File: src/rtl/regfile_2r1w.sv
// regfile_2r1w: DEPTH x WIDTH register file with one synchronous write port,
// two registered read ports, write-to-read bypass and a sequential clear engine.
module regfile_2r1w #(
   parameter int WIDTH    = 32,
   parameter int DEPTH    = 32,
   parameter int AW       = 5,
   parameter int ZERO_REG = 1
) (
   input  logic             clk,
   input  logic             rst,
   input  logic             wr_en,
   input  logic [AW-1:0]    wr_addr,
   input  logic [WIDTH-1:0] wr_data,
   input  logic             rd_req,
   input  logic [AW-1:0]    rd_addr_a,
   input  logic [AW-1:0]    rd_addr_b,
   input  logic             clr,
   output logic             rd_valid,
   output logic [WIDTH-1:0] rd_data_a,
   output logic [WIDTH-1:0] rd_data_b,
   output logic             busy
);

   typedef enum logic {IDLE, CLEAR} state_t;

   localparam logic [AW:0]   DEPTH_W = DEPTH[AW:0];
   localparam logic [AW-1:0] LAST    = AW'(DEPTH - 1);

   state_t           state, state_nxt;
   logic [AW-1:0]    cnt;
   logic [WIDTH-1:0] mem [DEPTH];

   logic             wr_ok;
   logic             rd_ok;
   logic [WIDTH-1:0] rd_nxt_a;
   logic [WIDTH-1:0] rd_nxt_b;

   assign busy  = (state == CLEAR);
   assign rd_ok = rd_req && (state == IDLE);

   // Write acceptance: idle, in range, and not the hardwired zero entry.
   always_comb begin
      wr_ok = wr_en && (state == IDLE) && ({1'b0, wr_addr} < DEPTH_W);
      if ((ZERO_REG != 0) && (wr_addr == '0))
         wr_ok = 1'b0;
   end

   // Port A read value: out-of-range and zero entry read 0, same-edge write bypasses.
   always_comb begin
      rd_nxt_a = '0;
      if (({1'b0, rd_addr_a} < DEPTH_W) && !((ZERO_REG != 0) && (rd_addr_a == '0))) begin
         if (wr_ok && (wr_addr == rd_addr_a))
            rd_nxt_a = wr_data;
         else
            rd_nxt_a = mem[rd_addr_a];
      end
   end

   // Port B read value: same rules as port A, evaluated independently.
   always_comb begin
      rd_nxt_b = '0;
      if (({1'b0, rd_addr_b} < DEPTH_W) && !((ZERO_REG != 0) && (rd_addr_b == '0))) begin
         if (wr_ok && (wr_addr == rd_addr_b))
            rd_nxt_b = wr_data;
         else
            rd_nxt_b = mem[rd_addr_b];
      end
   end

   // FSM state register.
   always_ff @(posedge clk or negedge rst) begin
      if (!rst)
         state <= IDLE;
      else
         state <= state_nxt;
   end

   // FSM next state: clr starts the sweep, the edge clearing the last entry ends it.
   always_comb begin
      state_nxt = state;
      case (state)
         IDLE:    if (clr) state_nxt = CLEAR;
         CLEAR:   if (cnt == LAST) state_nxt = IDLE;
         default: state_nxt = IDLE;
      endcase
   end

   // Clear counter: walks 0..DEPTH-1 while clearing, parked at 0 otherwise.
   always_ff @(posedge clk or negedge rst) begin
      if (!rst)
         cnt <= '0;
      else if (state == CLEAR)
         cnt <= (cnt == LAST) ? '0 : cnt + AW'(1);
   end

   // Storage: one entry zeroed per clear cycle; otherwise accepted writes.
   always_ff @(posedge clk or negedge rst) begin
      if (!rst) begin
         for (int unsigned i = 0; i < DEPTH; i++)
            mem[i[AW-1:0]] <= '0;
      end else if (state == CLEAR) begin
         mem[cnt] <= '0;
      end else if (wr_ok) begin
         mem[wr_addr] <= wr_data;
      end
   end

   // Registered read outputs: data held until the next accepted request.
   always_ff @(posedge clk or negedge rst) begin
      if (!rst) begin
         rd_valid  <= 1'b0;
         rd_data_a <= '0;
         rd_data_b <= '0;
      end else begin
         rd_valid <= rd_ok;
         if (rd_ok) begin
            rd_data_a <= rd_nxt_a;
            rd_data_b <= rd_nxt_b;
         end
      end
   end

endmodule
File: config.mk
export PLATFORM = sky130hd
export DESIGN_NAME = regfile_2r1w
export DESIGN_NICKNAME = d
export VERILOG_FILES = /design/src/rtl/regfile_2r1w.sv
export SDC_FILE = /design/constraint.sdc
export NUM_CORES = 2
export LEC_CHECK = 0
export CAP_MARGIN = 0
export CELL_PAD_IN_SITES_DETAIL_PLACEMENT = 1
export CELL_PAD_IN_SITES_GLOBAL_PLACEMENT = 1
export CORE_MARGIN = 2
export CORE_UTILIZATION = 30
export CTS_CLUSTER_SIZE = 10
export DETAILED_ROUTE_END_ITERATION = 10
export PLACE_DENSITY_LB_ADDON = 0.1
export SYNTH_ARGS = -nofsm -noshare
export SYNTH_HDL_FRONTEND = slang
export SYNTH_SLANG_ARGS = --single-unit
File: constraint.sdc
create_clock -name clk -period 3.6 [get_ports clk]
set_clock_uncertainty 0.1 [all_clocks]
set_input_delay 0.72 -clock clk [delete_from_list [all_inputs] [get_ports clk]]
set_output_delay 0.72 -clock clk [all_outputs]
set_load 0.02 [all_outputs]
==> impl_metrics.csv <==
group,metric,value,unit
timing,max_freq,337.5,MHz
setup_path,startpoint,"cnt[0]",
yosys,synth_xor_area_share,0.1556,%
routing,vias_per_cell,6.256,
yosys,synth-seq-cells,1095,
setup_path,critPathBufInv,2,
grt,grt_overflow_total,0,
grt,antenna_found_initial,4,
yosys,muxShareOfSynthArea,20.01,%
timing,slew_viol_final,0,
timing,min_period,2963,ps
cts,clk_pin_slew,50,ps
yosys,synth-edff-count,0,
floorplanning,pin_count,118,
setup_path,cp_max_fo,17,
timing,worstMarginPinSlew,1283,ps
grt,grt_max_degree,118,
yosys,yosysSeqAreaShare,48.69,%
timing,rsz0062_at_grt,"no",
yosys,synth_compound_area_share,24.25,%
yosys,synth_fa_ha_area_share,0.1112,%
yosys,synth_fp_nets,4516,
setup_path,cp.required,4210,ps
cts,cts.path.max_buffers,3,
timing,finalSetupTns,0,ps
pwr,leakagePower,29.77,nW
yosys,syn_area,56280,um2
yosys,synth_top_family_by_area,"compound AO/OA/AOI/OAI gates",
cts,cts_resized,0,
cts,clock-sinks,1095,
setup_path,cp_num_cells,6,
setup_path,endpoint_kind,"flip-flop",
setup_path,critPathTopFamily,"compound AO/OA/AOI/OAI gates",
floorplanning,die_w,437.1,um
setup_path,critPathArrivalTime,3580,ps
routing,route.vias.total,44110,
worst_hold_path,hp-class,"in -> async",
timing,setup_violations,0,
yosys,postSynthCellCount,4459,
yosys,yosysTopAreaCell,"dfrtp_1",
setup_path,path_class,"reg -> reg",
floorplanning,dieArea,191100,um2
timing,relSlewSlack,14.30,%
setup_path,crit_path_end,"mem[300]",
routing,ant_nets,0,
yosys,synthSimpleGateAreaFrac,2.270,%
setup_path,cp-start-kind,"flip-flop",
cts,numCtsBuffers,141,
yosys,synthTopCellsByArea,"dfrtp_1 49%, a22o_1 15%, mux4_2 10%, mux2i_1 9.1%, a221oi_1 4.0%",
grt,grt_usage,27.42,%
run_status,run_status,"finished clean",
setup_path,path_cells,"inv_1, ha_1, and2_1, a21oi_4, buf_12, a22o_1",
timing,holdWs,330.0,ps
routing,wire_per_inst,37.62,um
setup_path,rr_worst_depth,6,
yosys,ys.warnings.count,0,
setup_path,r2r_setup_slack,640,ps
yosys,synth.distinct_cells,46,
cts,root_buffer,"clkbuf_16",
floorplanning,die_h,437.1,um
cts,htree_levels,4,
yosys,synth_top_area_share,48.69,%
floorplanning,coreArea,185800,um2
floorplanning,start_util,30.29,%
finish,fin_nets,4530,
routing,drt-pass1-iter-count,5,
timing,fin_crit_sh,82.31,%
yosys,syn_area_per_cell,12.62,um2
pwr,powerDensity,516.1,nW/um2
grt,grt_pass1_vias,46480,
yosys,synthTopCellsByCount,"1095 x dfrtp_1, 992 x a22o_1, 512 x mux2i_1",
finish,drive_gt1_share,19.85,%
yosys,yosysMostFrequentCell,"dfrtp_1",
routing,drtIter0Drc,3996,
setup_path,crit_slowest_cell,"a21oi_4",
cts,cts_tree,"built",
setup_path,reg2reg_from,"cnt[0]",
pwr,ir_drop,0.0003636,V
run,cap_violations,0,
floorplanning,row_count,158,
routing,drc,0,
cts,clock_latency,790,ps
yosys,async_flop_share,100.0,%
setup_path,max_stage_delay,1100,ps
setup_path,r2r-end,"mem[300]",
place,io_buffers,117,
timing,hold_viol_final,0,
finish,area_growth,19.39,%
finish,post-route-util,36.16,%
grt,grt_pass1_wl,377.4,mm
place,gp_congestion,0.7901,
yosys,synth-main-ff-cell,"dfrtp_1",
place,dp_hpwl,160.3,mm
routing,wirelength,265.3,mm
pwr,power,34.68,mW
## cells by family after synthesis
kind of cell / count (synthesis)
compound gates: 1647
flops: 1095
mux: 801
buf+inv: 619
simple gates: 282
xor+xnor: 10
fa+ha+maj: 5
## per-stage QoR
| stage | cell area (um2) | worst slack (ps) | cells |
|---|---|---|---|
| after CTS | 67190 | 689.9 | 7049 |
| after global routing | 67190 | 618.7 | 7049 |
| after global placement | 62630 | 127.7 | 6809 |
| after floorplan | 56280 | 959.6 | 4459 |
| after detailed placement | 62630 | 126.3 | 6809 |
| final | 67190 | 636.7 | 7051 |
## worst reg2reg max path: cells and delay by family (launching register included)
family          cells  cell delay (ps)
compound gates      2             1300
fa+ha+maj           1              250
buf+inv             2              400
flops               1              430
simple gates        1              420
## layout make-up
cell class,instances,area [um2]
well taps,2480,3103
inverters,40,160.2
multi-input cells,2745,26990
diodes,2,5.005
clock buffers,221,4330
repair buffers,450,4991
clock inverters,18,216.5
flip-flops and latches,1095,27400
fillers,19470,118600
## how the worst min path moves through the flow
| stage | to |
|---|---|
| after floorplan | busy |
| after global placement | mem[993] |
| after detailed placement | mem[999] |
| after CTS | mem[188] |
| after global routing | mem[188] |
| final | mem[188] |
## metal layers
metal  up-vias  share of wire, %  global-route usage (%)
li1      17850                 -                       -
met1     24340                44                   36.98
met2      1482                48                   44.90
met3       439               4.7                   3.653
met4         0               3.9                   10.07
met5         -                 0                       0
## state kept, by name, indices dropped and copies added (netlist names)
signal / cells
rd_data_a: 32
cnt: 5
busy: 1
rd_valid: 1
rd_data_b: 32
mem: 1024
## cells in the final DEF, fill, tap and decap left out, types with 5 or more instances in the layout
master / n
o211ai_1: 34
a2111o_1: 32
o22ai_1: 64
mux2_2: 33
clkbuf_1: 40
buf_12: 104
clkbuf_16: 150
o21ai_0: 70
inv_6: 6
buf_4: 231
inv_1: 38
clkinv_2: 9
xnor2_1: 10
mux4_2: 256
and2_1: 34
a21o_1: 32
mux2i_1: 512
clkdlybuf4s50_1: 108
ha_1: 5
dfrtp_1: 1095
a21oi_4: 31
a221oi_1: 256
nor2_1: 163
nand3_1: 5
clkbuf_8: 33
a22oi_1: 96
a21oi_1: 32
a22o_1: 992
nor2_4: 29
nand2b_1: 8
nand2_1: 11
## report_power, final
part | switching (mW) | leakage (nW) | internal (mW)
logic | 4.14 | 12.4 | 2.42
clock network | 5.78 | 2.24 | 8.48
registers | 0.765 | 15.1 | 13.1
total | 10.7 | 29.8 | 24.0
## timing repair
item	in CTS	in global routing
endpoints found under the hold margin	4	0
buffers inserted	0	0
endpoints found under the setup margin	0	0
hold buffers	1	0
(Power assumes the default switching activity.)
